File: src/rtl/line_clear_ctrl.sv
// line_clear_ctrl: after a piece locks, drops full rows bottom-up, compacts the rest and blanks the top.
// Ports: Clk/Reset (sync, active-high); start pulse; row-wide RAM port rd_addr/rd_data (1-cycle latency),
// wr_en/wr_addr/wr_data; BOARD_BUSY, done; lines_cleared, score_add, lines_total, fall_period to the HUD.
// Optional LINE_CLEAR_LEVEL_EN adds level-scaled scoring and a level-dependent fall_period.
module line_clear_ctrl #(
  parameter int ROWS        = 20,
  parameter int COLS        = 10,
  parameter int CELL_W      = 3,
  parameter int LEVEL_SPEED = 60
) (
  input  logic                     Clk,
  input  logic                     Reset,
  input  logic                     start,
  output logic [4:0]               rd_addr,
  input  logic [COLS*CELL_W-1:0]   rd_data,
  output logic                     wr_en,
  output logic [4:0]               wr_addr,
  output logic [COLS*CELL_W-1:0]   wr_data,
  output logic                     BOARD_BUSY,
  output logic                     done,
  output logic [4:0]               lines_cleared,
  output logic [11:0]              score_add,
  output logic [15:0]              lines_total,
  output logic [5:0]               fall_period
);
  localparam logic [2:0] IDLE = 3'd0, READ = 3'd1, EVAL = 3'd2, FILL = 3'd3, DONE = 3'd4;
  logic [2:0]  state, state_n;
  logic [4:0]  src, dst, cnt, cnt_n;
  logic        full, keep;
  logic [11:0] base, score_n;
  logic [16:0] sum;
  logic [15:0] total_n;
  always_comb begin
    full = 1'b1;
    for (int i = 0; i < COLS; i++) full = full & (|rd_data[i*CELL_W +: CELL_W]);
  end
  // cnt_n already includes the row under evaluation, so FILL/DONE choice and stats see the final count
  assign cnt_n   = cnt + 5'((state == EVAL && full) ? 1 : 0);
  assign keep    = state == EVAL && !full && dst != src;
  assign state_n = state == IDLE ? (start ? READ : IDLE) :
                   state == READ ? EVAL :
                   state == EVAL ? (src != 5'd0 ? READ : cnt_n != 5'd0 ? FILL : DONE) :
                   state == FILL ? (dst == 5'd0 ? DONE : FILL) : IDLE;
  assign rd_addr = state == READ ? src : 5'd0;
  // Reset gates the strobe immediately so an interrupted sequence writes nothing more
  assign wr_en   = !Reset && (keep || state == FILL);
  assign wr_addr = wr_en ? dst : 5'd0;
  assign wr_data = (wr_en && keep) ? rd_data : '0;
  assign done    = state == DONE;
  assign base    = cnt_n >= 5'd4 ? 12'd800 : cnt_n == 5'd3 ? 12'd500 :
                   cnt_n == 5'd2 ? 12'd300 : cnt_n == 5'd1 ? 12'd100 : 12'd0;
  assign sum     = {1'b0, lines_total} + {12'd0, cnt_n};
  assign total_n = sum[16] ? 16'hFFFF : sum[15:0];
`ifdef LINE_CLEAR_LEVEL_EN
  logic [3:0]  lvl_o, lvl_n;
  logic [15:0] scaled;
  logic [5:0]  fall_n;
  int          fall_raw;
  always_comb begin
    lvl_o    = lines_total >= 16'd100 ? 4'd10 : 4'(lines_total / 16'd10);
    lvl_n    = total_n >= 16'd100 ? 4'd10 : 4'(total_n / 16'd10);
    scaled   = {4'd0, base} * ({12'd0, lvl_o} + 16'd1);
    score_n  = scaled > 16'h0FFF ? 12'hFFF : scaled[11:0];
    fall_raw = LEVEL_SPEED - 5 * int'(lvl_n);
    fall_n   = fall_raw < 10 ? 6'd10 : 6'(fall_raw);
  end
  always_ff @(posedge Clk)
    if (Reset) fall_period <= 6'(LEVEL_SPEED);
    else if (state_n == DONE && state != DONE) fall_period <= fall_n;
`else
  assign score_n     = base;
  assign fall_period = 6'(LEVEL_SPEED);
`endif
  always_ff @(posedge Clk) begin
    if (Reset) begin
      state         <= IDLE;
      BOARD_BUSY    <= 1'b0;
      src           <= 5'd0;
      dst           <= 5'd0;
      cnt           <= 5'd0;
      lines_cleared <= 5'd0;
      score_add     <= 12'd0;
      lines_total   <= 16'd0;
    end else begin
      state      <= state_n;
      BOARD_BUSY <= state_n != IDLE;
      if (state == IDLE && start) begin
        src <= 5'(ROWS - 1);
        dst <= 5'(ROWS - 1);
        cnt <= 5'd0;
      end
      if (state == EVAL) begin
        cnt <= cnt_n;
        if (!full) dst <= dst - 5'd1;
        if (src != 5'd0) src <= src - 5'd1;
      end
      if (state == FILL) dst <= dst - 5'd1;
      // Results publish on entry to DONE so they are valid during the done pulse
      if (state_n == DONE && state != DONE) begin
        lines_cleared <= cnt_n;
        score_add     <= score_n;
        lines_total   <= total_n;
      end
    end
  end
endmodule
File: config.mk
export PLATFORM = sky130hd
export DESIGN_NAME = line_clear_ctrl
export DESIGN_NICKNAME = d
export VERILOG_FILES = /design/src/rtl/line_clear_ctrl.sv
export SDC_FILE = /design/constraint.sdc
export NUM_CORES = 1
export LEC_CHECK = 0
export CAP_MARGIN = 20
export CELL_PAD_IN_SITES_DETAIL_PLACEMENT = 2
export CELL_PAD_IN_SITES_GLOBAL_PLACEMENT = 2
export CORE_MARGIN = 2
export CORE_UTILIZATION = 39
export CTS_BUF_LIST = sky130_fd_sc_hd__clkbuf_4
export DETAILED_ROUTE_END_ITERATION = 12
export DONT_BUFFER_PORTS = 1
export PLACE_DENSITY_LB_ADDON = 0.1
export REMOVE_ABC_BUFFERS = 1
export SYNTH_ARGS = -nofsm -noshare
export SYNTH_HDL_FRONTEND = slang
export SYNTH_SLANG_ARGS = --single-unit
export TNS_END_PERCENT = 1
File: constraint.sdc
create_clock -name Clk -period 8.6 [get_ports Clk]
set_input_delay 1.72 -clock Clk [delete_from_list [all_inputs] [get_ports Clk]]
set_output_delay 1.72 -clock Clk [all_outputs]
set_load 0.1 [all_outputs]
Yosys cells after proc, flatten, opt, wreduce, memory -nomap -nowiden. Cells that the tools add are included.

Memories: 0. Register bits: 52. Bits in read-only memories: 0. Input port bits: 33. Bits in writable memories: 0. Output and inout bits: 82. Bits in latches: 0. Logic and storage cells: 84.

Add/sub/neg operators: 4. Divide/modulo/power cells: 0. Shifts and indexed selects: 0. Reduce and logical (&&, ||, !) cells: 26. Equal/unequal tests: 10. Multiply operators: 0. Order comparisons: 1. Bitwise logic cells: 9. Multiplexer cells: 26.

Operators by type and width (number): 5-bit 2-to-1 mux (11); 30-bit 2-to-1 mux (1); 3-bit OR reduction (10); 3-bit 2-to-1 mux (7); 9-bit 2-to-1 mux (2); 16-bit by 5-bit adder with 17-bit output (1); 16-bit 2-to-1 mux (1); 5-bit by 2-bit equality test with 1-bit output (second input constant) (2); 10-bit 2-to-1 mux (1); 5-bit nonzero test (2); 5-bit by 1-bit subtractor with 5-bit output (second input constant) (2); 1-bit bitwise AND (9); 1-bit logical AND (7); 7-bit 2-to-1 mux (1); 3-bit by 2-bit equality test with 1-bit output (second input constant) (2); 3-bit equality test (second input constant) (2); 5-bit by 1-bit adder with 5-bit output (1); 5-bit by 1-bit equality test with 1-bit output (second input constant) (1); 5-bit by 3-bit greater-or-equal comparator with 1-bit output (second input constant) (1); 5-bit zero test (1); 5-bit != test (1); 3-bit by 1-bit equality test with 1-bit output (second input constant) (1); 3-bit zero test (1); 3-bit != test (second input constant) (1); 5 further kinds (7).

Longest topological paths before layout.
Depth after elaboration: 21. Depth in mapped cells: 16. Depth with buffers taken out: 15.

Least setup slack after synthesis. No wires, ideal clock.

Path type: input port to output port. From: input rd_data[18]. To: output wr_addr[0]. Required time: 6880 ps. Path slack: 1945 ps. Arrival time: 4935 ps. Cell stages on the path: 5. Buffers on the path: 0. Path through: or3_1 > o311ai_1 > o21ai_0 > a21oi_1 > and2_1.

Word-level cells in the longest chain between the ends: 11.

RTL lines: start: declaration (RTL line 15) `input logic [COLS*CELL_W-1:0] rd_data,`; 3-bit OR reduction (RTL line 35) `for (int i = 0; i < COLS; i++) full = full & (|rd_data[i*CELL_W +: CELL_W]);`; 1-bit bitwise AND (4 in series) (RTL line 35); 1-bit zero test; 1-bit logical AND (2 in series) (RTL line 39) `assign keep = state == EVAL && !full && dst != src;`; 1-bit logical OR (RTL line 46) `assign wr_en = !Reset && (keep || state == FILL);`; 1-bit logical AND (RTL line 46); named net wr_en (RTL line 16) `output logic wr_en,`; 5-bit 2-to-1 mux (RTL line 47) `assign wr_addr = wr_en ? dst : 5'd0;`; end: declaration (RTL line 17) `output logic [4:0] wr_addr,`.

The timed path passes the listed nets, and every way through them passes these cells.

Worst setup path in the final report.
From: input rd_data[18]. To: output wr_data[8].

Word-level cells in the longest chain between the ends: 12.

RTL lines: 3-bit OR reduction (*) (RTL line 35); 1-bit bitwise AND (*) (4 in series) (RTL line 35); 1-bit zero test (*); 1-bit logical AND (*) (2 in series) (RTL line 39); 1-bit logical OR (RTL line 46); 1-bit logical AND (RTL line 46); 1-bit logical AND (*) (RTL line 48) `assign wr_data = (wr_en && keep) ? rd_data : '0;`; 30-bit 2-to-1 mux (*) (RTL line 48); end: declaration (RTL line 18) `output logic [COLS*CELL_W-1:0] wr_data,`.

Mark *: on every way between the ends. The rest lies on a longest branch, timed or not.

==> results.json <==
{
  "outcome": "finished clean",
  "wirelength_um": 8350,
  "hold_viol_final": 0,
  "row_count": 31,
  "clockBufferDepth": 2,
  "vdd_drop_max_uv": 73.4,
  "fmax_mhz": 175,
  "die_h_um": 90.6,
  "dp.cells": 443,
  "async_flop_share_pct": 0,
  "cp_cell_sequence": "or3_1 -> o311ai_1 -> o21ai_0 -> nor2_2 -> and2_1",
  "grt-ovfl-total": 0,
  "clock_latency_ps": 350,
  "cts_max_level": 2,
  "cts_hold_buf": 0,
  "cts_root_buf": "clkbuf_4",
  "final_cell_area_um2": 3030,
  "grt_max_degree": 51,
  "core-area_um2": 7250,
  "clock_skew_ps": 11.9,
  "worst-path-max-fanout": 30,
  "placed_area_um2": 2980,
  "cts_inserted_buffers": 5,
  "synth.area.top_cells": "dfxtp_1, and2_1, nor2_1",
  "crit_family": "simple AND/OR/NAND/NOR gates",
  "syn_area_um2": 2930,
  "hpwl_um": 6330,
  "post-route-drc-count": 0,
  "fin_tns_setup_ps": 0,
  "synth_warnings": 0,
  "grt_use_total_pct": 20.4,
  "p_per_area_nw_per_um2": 154,
  "antenna_found_initial": 0,
  "wl_per_cell_um": 18.5,
  "first_iter_violations": 91,
  "start_util_pct": 40.3,
  "min_period_over_period_pct": 66.3,
  "vias": 2627,
  "synth_edf_count": 0,
  "period_minus_slack_ps": 5700,
  "tritoncts": "built",
  "p_leak_nw": 1.14,
  "ys_ff_latch": 47,
  "layout-drive-gt1-share_pct": 11.4,
  "slowest_stage": "and2_1",
  "ctsResizeCount": 0,
  "synth_cell_type_count": 60,
  "first_pass_iters": 4,
  "worstMarginPinSlew_ps": 1130,
  "grt_pass1_vias": 2743,
  "hold_class": "reg2reg",
  "final_common_cell": "dfxtp_1",
  "die_area_um2": 8210,
  "start_kind": "input port",
  "path_buf_inv": 0,
  "hold_slack_ps": 552,
  "cpPeakStageDelay_ps": 880,
  "drv_slew": 0,
  "synth_cells": 358,
  "final_cell_mix": "dfxtp_1, nor2_1, and2_1, nor3_1, nand2_1",
  "grt_pass1_wl_um": 14000,
  "area_delta_synth_final_pct": 3.55,
  "ios": 115,
  "diodes": 0,
  "rsz0062_at_grt": "no",
  "relSlewSlack_pct": 24.4,
  "setup_viol": 0,
  "worstSetupPathType": "in2out",
  "portBuffers": 0,
  "synth_flop_cell": "dfxtp_1",
  "crit_arrival_ps": 3980,
  "fin_cells": 451,
  "postCtsSetupBuffers": 0,
  "nets": 394,
  "place_congestion": 0.790,
  "vias_per_cell": 5.82,
  "fin_util_pct": 41.8,
  "die_w_um": 90.6,
  "synth_top_area_cell": "dfxtp_1",
  "ant_nets": 0,
  "drv_cap": 0,
  "synth_top_area_share_pct": 32.2,
  "critical_path.endpoint_type": "output pin",
  "avgSynthCellArea_um2": 8.17,
  "critPathRequiredTime_ps": 6880,
  "clk_pin_slew_ps": 140,
  "numClockSinks": 47,
  "yosysSeqAreaShare_pct": 32.2
}
[logic make-up after synthesis]
kind of cell	synth area share, %
fa+ha+maj	5.26
xor+xnor	3.59
compound gates	17.9
simple gates	33.6
other cells	0.257
buf+inv	6.97
flops	32.2
mux	0.342
[where the power goes]
group,switching (mW),leakage (nW),internal (mW)
clock network,0.0715,0.0347,0.0307
logic,0.0828,0.721,0.0246
registers,0.0314,0.382,0.226
[metal layers]
layer	global-route usage [%]	share of wire (%)	vias up
li1	-	-	1238
met1	24.5	42	1306
met2	37.5	52	77
met3	3.92	5.5	6
met4	4.23	0.80	0
met5	0	0	-
[per-stage QoR]
| stage | worst slack [ps] | total power, mW |
|---|---|---|
| 6_report | 2900 | 0.467 |
| 5_1_grt | 2690 | 0.494 |
| 4_1_cts | 2560 | 0.474 |
| 3_5_place_dp | 2560 | 0.370 |
| 3_3_place_gp | 2740 | 0.367 |
| 2_1_floorplan | 1940 | 0.351 |
[path summary, 6_finish.rpt]
path / start / endpoint / slack [ps] / depth (start not counted)
min: dst[4] / dst[4] / 550 / 2
max: rd_data[18] / wr_data[8] / 2900 / 5
min reg2reg: dst[4] / dst[4] / 550 / 2
max reg2reg: state[2] / lines_total[11] / 4450 / 13
[worst register-to-register path, stage by stage, from the launching register on]
cell and delay [ps]:
dfxtp_1 380, and2b_1 340, nand2b_1 220, nor3_1 380
ha_1 310, ha_1 380, nand3_1 150, xnor2_1 210
ha_1 400, o211ai_1 110, o2111ai_1 230, and3_1 400
and3b_4 290, a311oi_2 270
[Yosys cell counts (2+ instances only)]
cell       n
nand2b_1   2
nand4_1    4
or3_1      3
a21oi_2    2
a22oi_1    4
nand3_1   10
nor3b_1    4
nor3_1    31
nor2_1    44
a21oi_1   15
a311oi_2   3
clkbuf_1  11
o21ai_0    9
nand3b_1   2
nand2_1   18
and3_1     6
a211oi_1  10
buf_4     13
ha_1       9
a41oi_1    4
inv_1      7
xor2_1     5
buf_6      3
conb_1     2
dfxtp_1   47
and2_1    40
xnor2_1    7
or2_2      4
a31oi_1    8
[state kept, by name (all words and copies together), names as in the netlist]
| signal | flops |
|---|---|
| lines_total | 16 |
| score_add | 7 |
| cnt | 5 |
| dst | 5 |
| lines_cleared | 5 |
| src | 5 |
| state | 3 |
| BOARD_BUSY | 1 |
[area by class of cell]
type / instances / area (µm²)
fill: 855 / 4220
inverter: 7 / 26.3
tap: 99 / 124
clock inverter: 3 / 15.0
clock buffer: 5 / 37.5
timing repair buffer: 6 / 62.6
sequential: 47 / 942
multi-input combinational: 284 / 1820
(Power assumes the default switching activity.)
